==> src/rtl/seq_detector_prog_if.sv <==
// seq_detector_prog_if: serial-input, configuration and result bundle for seq_detector_prog
//   master: drives in_valid, x, cfg_load, cfg_pattern, cfg_len, cfg_overlap, clear
//   slave : drives z, match_count, count_sat, cfg_err
interface seq_detector_prog_if #(
   parameter int MAX_LEN = 8,
   parameter int CNT_W   = 8
);
   localparam int LEN_W = $clog2(MAX_LEN + 1);
   logic               in_valid;
   logic               x;
   logic               cfg_load;
   logic [MAX_LEN-1:0] cfg_pattern;
   logic [LEN_W-1:0]   cfg_len;
   logic               cfg_overlap;
   logic               clear;
   logic               z;
   logic [CNT_W-1:0]   match_count;
   logic               count_sat;
   logic               cfg_err;
   modport master (
      output in_valid, x, cfg_load, cfg_pattern, cfg_len, cfg_overlap, clear,
      input  z, match_count, count_sat, cfg_err
   );
   modport slave (
      input  in_valid, x, cfg_load, cfg_pattern, cfg_len, cfg_overlap, clear,
      output z, match_count, count_sat, cfg_err
   );
endinterface

==> src/rtl/seq_detector_prog.sv <==
// seq_detector_prog: runtime-programmable serial pattern detector with saturating match counter
//   clk     : rising-edge clock
//   reset_n : asynchronous active-low reset
//   bus     : seq_detector_prog_if.slave (serial input, config load, clear, z/count/sat/err results)
module seq_detector_prog #(
   parameter int                 MAX_LEN       = 8,
   parameter int                 CNT_W         = 8,
   parameter logic [MAX_LEN-1:0] RESET_PATTERN = 8'b0011_0011,
   parameter int                 RESET_LEN     = 6,
   parameter bit                 RESET_OVERLAP = 1'b1
) (
   input logic                clk,
   input logic                reset_n,
   seq_detector_prog_if.slave bus
);
   localparam int LEN_W = $clog2(MAX_LEN + 1);
   logic [MAX_LEN-1:0] hist, pat, mask, new_hist;
   logic [LEN_W-1:0]   fill, len, new_fill;
   logic               ovl, err, z, sat, hit;
   logic [CNT_W-1:0]   cnt, cnt_inc;
   assign new_hist = {hist[MAX_LEN-2:0], bus.x};
   assign new_fill = (fill == LEN_W'(MAX_LEN)) ? fill : fill + LEN_W'(1);
   assign cnt_inc  = (cnt == '1) ? cnt : cnt + CNT_W'(1);
   // only the low len bits of history take part in the compare
   always_comb begin
      mask = '0;
      for (int i = 0; i < MAX_LEN; i++)
         mask[i] = (i < int'(len));
   end
   // err gates the match so an illegal (e.g. zero) length can never fire
   assign hit = bus.in_valid && !bus.cfg_load && !err && new_fill >= len &&
                ((new_hist ^ pat) & mask) == '0;
   always_ff @(posedge clk or negedge reset_n) begin
      if (!reset_n) begin
         hist <= '0;
         fill <= '0;
         pat  <= RESET_PATTERN;
         len  <= LEN_W'(RESET_LEN);
         ovl  <= RESET_OVERLAP;
         err  <= 1'b0;
         z    <= 1'b0;
         cnt  <= '0;
         sat  <= 1'b0;
      end else if (bus.cfg_load) begin
         pat  <= bus.cfg_pattern;
         len  <= bus.cfg_len;
         ovl  <= bus.cfg_overlap;
         err  <= bus.cfg_len == '0 || bus.cfg_len > LEN_W'(MAX_LEN);
         hist <= '0;
         fill <= '0;
         z    <= 1'b0;
      end else begin
         z <= hit;
         if (bus.in_valid) begin
            hist <= new_hist;
            fill <= (hit && !ovl) ? '0 : new_fill;
         end
         if (bus.clear) begin
            cnt <= '0;
            sat <= 1'b0;
         end else if (hit) begin
            cnt <= cnt_inc;
            sat <= sat | (cnt_inc == '1);
         end
      end
   end
   assign bus.z           = z;
   assign bus.match_count = cnt;
   assign bus.count_sat   = sat;
   assign bus.cfg_err     = err;
endmodule
==> src/flat_wrapper.sv <==
// flat-port wrapper written by rule: the top's interface ports become plain ports
module seq_detector_prog_flat 
#(
   parameter int                 MAX_LEN       = 8,
   parameter int                 CNT_W         = 8,
   parameter logic [MAX_LEN-1:0] RESET_PATTERN = 8'b0011_0011,
   parameter int                 RESET_LEN     = 6,
   parameter bit                 RESET_OVERLAP = 1'b1
)
  (clk, reset_n, bus_in_valid, bus_x, bus_cfg_load, bus_cfg_pattern, bus_cfg_len, bus_cfg_overlap, bus_clear, bus_z, bus_match_count, bus_count_sat, bus_cfg_err);
  seq_detector_prog_if #(.MAX_LEN(MAX_LEN), .CNT_W(CNT_W)) bus_i ();
  input logic clk;
  input logic reset_n;
  input wire logic [$bits(bus_i.in_valid)-1:0] bus_in_valid;
  input wire logic [$bits(bus_i.x)-1:0] bus_x;
  input wire logic [$bits(bus_i.cfg_load)-1:0] bus_cfg_load;
  input wire logic [$bits(bus_i.cfg_pattern)-1:0] bus_cfg_pattern;
  input wire logic [$bits(bus_i.cfg_len)-1:0] bus_cfg_len;
  input wire logic [$bits(bus_i.cfg_overlap)-1:0] bus_cfg_overlap;
  input wire logic [$bits(bus_i.clear)-1:0] bus_clear;
  output wire logic [$bits(bus_i.z)-1:0] bus_z;
  output wire logic [$bits(bus_i.match_count)-1:0] bus_match_count;
  output wire logic [$bits(bus_i.count_sat)-1:0] bus_count_sat;
  output wire logic [$bits(bus_i.cfg_err)-1:0] bus_cfg_err;
  assign bus_i.in_valid = bus_in_valid;
  assign bus_i.x = bus_x;
  assign bus_i.cfg_load = bus_cfg_load;
  assign bus_i.cfg_pattern = bus_cfg_pattern;
  assign bus_i.cfg_len = bus_cfg_len;
  assign bus_i.cfg_overlap = bus_cfg_overlap;
  assign bus_i.clear = bus_clear;
  assign bus_z = bus_i.z;
  assign bus_match_count = bus_i.match_count;
  assign bus_count_sat = bus_i.count_sat;
  assign bus_cfg_err = bus_i.cfg_err;
  seq_detector_prog #(.MAX_LEN(MAX_LEN), .CNT_W(CNT_W), .RESET_PATTERN(RESET_PATTERN), .RESET_LEN(RESET_LEN), .RESET_OVERLAP(RESET_OVERLAP)) u_core (.clk(clk), .reset_n(reset_n), .bus(bus_i));
endmodule
==> config.mk <==
export PLATFORM = sky130hd
export DESIGN_NAME = seq_detector_prog_flat
export DESIGN_NICKNAME = d
export VERILOG_FILES = /design/src/rtl/seq_detector_prog_if.sv /design/src/rtl/seq_detector_prog.sv /design/src/flat_wrapper.sv
export SDC_FILE = /design/constraint.sdc
export NUM_CORES = 1
export LEC_CHECK = 0
export CAP_MARGIN = 20
export CORE_MARGIN = 3
export CORE_UTILIZATION = 34
export DETAILED_ROUTE_END_ITERATION = 12
export PLACE_DENSITY = 0.65
export RECOVER_POWER = 25
export SLEW_MARGIN = 10
export SYNTH_ARGS = -nofsm -noshare
export SYNTH_HDL_FRONTEND = slang
export SYNTH_SLANG_ARGS = --single-unit
==> constraint.sdc <==
create_clock -name clk -period 2.17 [get_ports clk]
set_clock_uncertainty 0.05 [all_clocks]
set_input_delay 0.3255 -clock clk [delete_from_list [all_inputs] [get_ports clk]]
set_output_delay 0.3255 -clock clk [all_outputs]
set_load 0.01 [all_outputs]
# After elaboration in Yosys (flattened, before gate mapping)
# Cells that the tools add are included.
# word_totals
word_cells	54
regBits	35
# classes
muxes	12
eq_ne	3
n_reduce_logical	14
add_sub_neg	2
order_cmp	10
bitwise	4
# op_table
operator	count
8-bit two-way mux	3
8-bit equality test (second input constant)	2
3-bit by 4-bit < comparator with 1-bit output (first input constant)	4
4-bit two-way mux	4
7-bit two-way mux	2
8-bit by 1-bit adder with 8-bit output (second input constant)	1
8-bit bitwise AND	1
8-bit zero test	1
1-bit by 4-bit < comparator with 1-bit output (first input constant)	2
2-bit by 4-bit < comparator with 1-bit output (first input constant)	2
8-bit bitwise XOR	1
1-bit logical AND	5
4-bit by 1-bit adder with 4-bit output (second input constant)	1
4-bit equality test (second input constant)	1
4-bit greater-or-equal comparator	1
4-bit > comparator (second input constant)	1
4-bit zero test	1
2-bit nonzero test	2
1-bit zero test	3
1-bit two-way mux	3
2-bit AND reduction	1
1-bit logical OR	1
1-bit inverter	1
1-bit OR	1

# Logic depth before layout (Yosys ltp)
# Gate-level depths: netlist of run 1.
# logic_depth
ltp_word	9
ltp_mapped	14
ltp_nobuf	13

# Worst setup path after synthesis of run 1
# Ideal clock, no wire load.
# synth_timing
path_type	register -> register
start	register u_core.fill[0]
end	register u_core.cnt[3] (netlist: u_core.bus.match_count[3])
period_less_slack_ns	2.163
stages_incl_launch_ff	14
n_path_buf	0
arrival_time_ns	2.014
setup_slack_ns	0.007
cell_sequence	dfrtp_1 inv_1 ha_1 nand2_1 nand2_1 mux2i_1 ha_1 o21a_1 nor2_1 a21oi_1 nand4_2 clkinv_2 and2_1 a311oi_1
# synth_between
elab_chain_len	7
word_cells_on_any_way	8
cone_classes	add/sub: 1; order compare: 1; eq/ne: 1; mux: 1; reduce/logical: 4
# synth_lines
item	line_no	text
start, declared	seq_detector_prog.sv:18	logic [LEN_W-1:0] fill, len, new_fill;
start signal, assigned	seq_detector_prog.sv:56	fill <= (hit && !ovl) ? '0 : new_fill;
4-bit by 1-bit adder with 4-bit output / 4-bit equality test (equally long branches)	seq_detector_prog.sv:22	assign new_fill = (fill == LEN_W'(MAX_LEN)) ? fill : fill + LEN_W'(1);
4-bit two-way mux (*)	seq_detector_prog.sv:22	
4-bit greater-or-equal comparator (*)	seq_detector_prog.sv:31	assign hit = bus.in_valid && !bus.cfg_load && !err && new_fill >= len &&
1-bit logical AND (*) (2 in series)	seq_detector_prog.sv:31	
2-bit nonzero test (no line) (*)	n/a	
2-bit AND reduction (no line) (*)	n/a	
end signal, assigned	seq_detector_prog.sv:62	cnt <= cnt_inc;
end, declared	seq_detector_prog.sv:20	logic [CNT_W-1:0] cnt, cnt_inc;
# Every way passes the cells marked *; elsewhere a longest branch is shown, timed or not.
# A chain may end at the register's enable or synchronous reset.

# Worst setup path in the final report of run 1
# Same ends and word-level chain as after synthesis.

==> results of run 1 <==
==> cell families after synthesis <==
| group | Yosys count | synth area share, % |
|---|---|---|
| xor+xnor | 11 | 5.14 |
| mux | 19 | 10.9 |
| buf+inv | 16 | 3.87 |
| flops | 35 | 47.2 |
| compound gates | 37 | 13.4 |
| fa+ha+maj | 8 | 5.20 |
| simple gates | 55 | 14.3 |
==> per-layer routing <==
layer  GRT usage [%]  vias up
li1                -      748
met1            20.7      752
met2            23.1       27
met3            3.81        2
met4            4.56        0
met5               0        -
==> worst max-delay path, cell delays in order, from the launching register on <==
cell      delay, ns
dfrtp_1        0.39
inv_2          0.07
ha_4           0.16
nand2_4        0.06
nand2_2        0.06
mux2i_4        0.17
ha_1           0.25
o21a_1         0.17
nor2_1         0.08
a21oi_1        0.06
nand4_2        0.17
clkinv_4       0.11
and2_4         0.17
a311oi_2       0.25
==> state kept, by name, indices dropped and copies added (netlist names) <==
register and cells:
u_core.bus.match_count 8, u_core.len 4, u_core.ovl 1, u_core.hist 7, u_core.bus.cfg_err 1, u_core.bus.z 1
u_core.fill 4, u_core.bus.count_sat 1, u_core.pat 8
==> layout make-up <==
cell class	count	share of cell area (%)
Clock buffer	7	3.23
Clock inverter	1	0.187
Inverter	11	1.73
Multi-Input combinational cell	130	40.5
Sequential cell	35	33.1
Tap cell	70	3.28
Timing Repair Buffer	51	17.7
Timing Repair inverter	1	0.234
==> metrics by stage <==
| stage | power (W) | hold WS, ns |
|---|---|---|
| final | 0.00145 | 0.491 |
| after detailed placement | 0.000945 | 0.474 |
| after CTS | 0.00146 | 0.421 |
| after global placement | 0.000940 | 0.440 |
| after floorplan | 0.000841 | -0.0201 |
| after global routing | 0.00152 | 0.510 |
==> power breakdown <==
part	total (W)	internal, W	switching, W
Clock	0.000487	0.000256	0.000231
Combinational	0.000247	0.000132	0.000114
Sequential	0.000721	0.000694	0.0000270
Total	0.00145	0.00108	0.000372
==> what timing repair did <==
action                     4_1_cts  5_1_grt
gates resized for setup         26       12
setup buffers                    3        2
setup endpoints to repair       13       14
cloned                           1        0
pin swaps                       15       12
hold buffers                     0        0
==> synth_stat cells, drive strengths merged <==
master,count
maj3,1
a2111oi,1
nand4b,1
a22o,1
nor2b,1
buf,2
a221oi,1
nand2,14
xnor2,5
dfrtp,28
clkinv,1
o31ai,2
a311oi,2
o21a,1
and4b,1
a211oi,1
a21oi,11
a21o,1
nor2,18
xor2,6
or3b,1
o32ai,4
nand4,2
inv,10
nand3,5
clkbuf,3
mux2i,8
and2,1
mux2,11
o21ai,9
nor4,1
and3,2
dfstp,7
a31oi,2
ha,7
nand2b,5
nor3,3
a32o,1
==> how the worst min path moves through the flow <==
stage | startpoint | endpoint | slack [ns]
after floorplan | reset_n | u_core.bus.cfg_err$_DFFE_PN0P_ | -0.02
after global placement | u_core.bus.count_sat$_DFFE_PN0P_ | u_core.bus.count_sat$_DFFE_PN0P_ | 0.44
after detailed placement | u_core.pat[2]$_DFFE_PN0P_ | u_core.pat[2]$_DFFE_PN0P_ | 0.47
after CTS | reset_n | u_core.fill[1]$_DFFE_PN0P_ | 0.42
after global routing | u_core.pat[6]$_DFFE_PN0P_ | u_core.pat[6]$_DFFE_PN0P_ | 0.51
final | u_core.pat[3]$_DFFE_PN0P_ | u_core.pat[3]$_DFFE_PN0P_ | 0.49
==> impl_metrics.toml, run 1 <==
[synthesis]
ys_warn_count = 0
netlist_area_um2 = 1880
synth.distinct_cells = 41
yosys.area.top_type_share_pct = 37.4
ys_seq_elements = 35
syn_avg_cell_area_um2 = 10.4
yosysSeqAreaShare_pct = 47.2
synthesis.instances = 181
synth_fp_nets = 207
synth.area.top_cells = "dfrtp_1 37%, dfstp_2 9.8%, mux2_2 6.6%"
yosysTopAreaCell = "dfrtp_1"

[setup_path]
cp-end-kind = "flip-flop"
r2r_end = "u_core.bus.match_count[3]$_DFFE_PN0P_"
crit_arrival_ns = 2.45
crit_type = "reg -> reg"
required_ns = 2.32
startpoint = "u_core.fill[0]$_DFFE_PN0P_"
reg2reg_slack_ns = -0.13
endpoint = "u_core.bus.match_count[3]$_DFFE_PN0P_"
r2r_cells = 13
rr_startpoint = "u_core.fill[0]$_DFFE_PN0P_"
cp_max_fo = 5
crit_path_start_kind = "flip-flop"

[global_routing]
grt_usage_pct = 15.0
grt-ovfl-total = 0
grt_max_degree = 36
antenna_found_initial = 0
grt_pass1_vias = 1538
grt_pass1_wl_um = 7490

[routing]
met3WireLength_um = 136
post_drt_wl_per_cell_um = 14.4
drt_iter0_drc = 43
drc_errors = 0
final_antenna_net_count = 0
first_pass_iters = 5
vias_per_cell = 5.00
highest_layer = "met4"
wl_um = 4410
wl_met1_um = 2070
wl_met2_um = 2170
routed-via-count = 1529

[placement]
post-place-ws_ns = -0.281
port_buffers = 29
gp_congestion = 0.839
place.detailed.hpwl_um = 3090
dpl_cell_area_um2 = 2350
dp.cells = 292

[cells_and_area]
mostFrequentLayoutCells = "28 x clkdlybuf4s50_1, 28 x dfrtp_1, 16 x nor2_1, 16 x buf_4, 12 x nand2_1"
drive_above_1_share_pct = 30.9
num-nets-final = 261
diodes = 0
finalNonFillerCells = 306
postLayoutCoreUtil_pct = 51.3
nFillCells = 492
area_delta_synth_final_pct = 42.4
multiInputGateArea_um2 = 1080
final_design_area_no_fill_um2 = 2670
regArea_um2 = 885

[timing]
fin_tns_setup_ns = -1.07
slew_violations = 0
min_period_over_period_pct = 106
max_freq_mhz = 434
rsz0062_at_grt = "true"
post-route-min-period_ns = 2.30
finalHoldViolCount = 0
worst_pin_slew_ns = 0.865
setup_viol = 13
slew_headroom_pct = 42.3
fin_ws_ns = -0.133

[floorplanning]
ios = 30
rows = 26
die_h_um = 80.3
initial_core_util_pct = 36.0
die-width_um = 80.3
core_area_um2 = 5200
die-area_um2 = 6440

[cts]
clock_sinks = 35
htreeDepth = 2
clk_pin_slew_worst_paths_ns = 0.07
cts_made_buffers = 5
clock_latency_ns = 0.29
cts_buffer_depth = 2
tritoncts = "built"
cts_root_buf = "clkbuf_8"

[hold_path]
hold_class = "reg -> reg"
holdPathStages = 1

[run]
maxCapViolations = 0

[pwr]
p_leak_nw = 1.14
power_density_nw_per_um2 = 545
ir_worst_vdd_uv = 315

[run_status]
run_status = "finished, violations left"
failed_checks = "negative setup slack"
Power figures use the tool's default switching activity.
==> run 2, diff against run 1 <==
Settings changed: GPL_ROUTABILITY_DRIVEN set to 0.
==> results of run 2 <==
Final layout, timing and power as in run 1 (identical DEF).
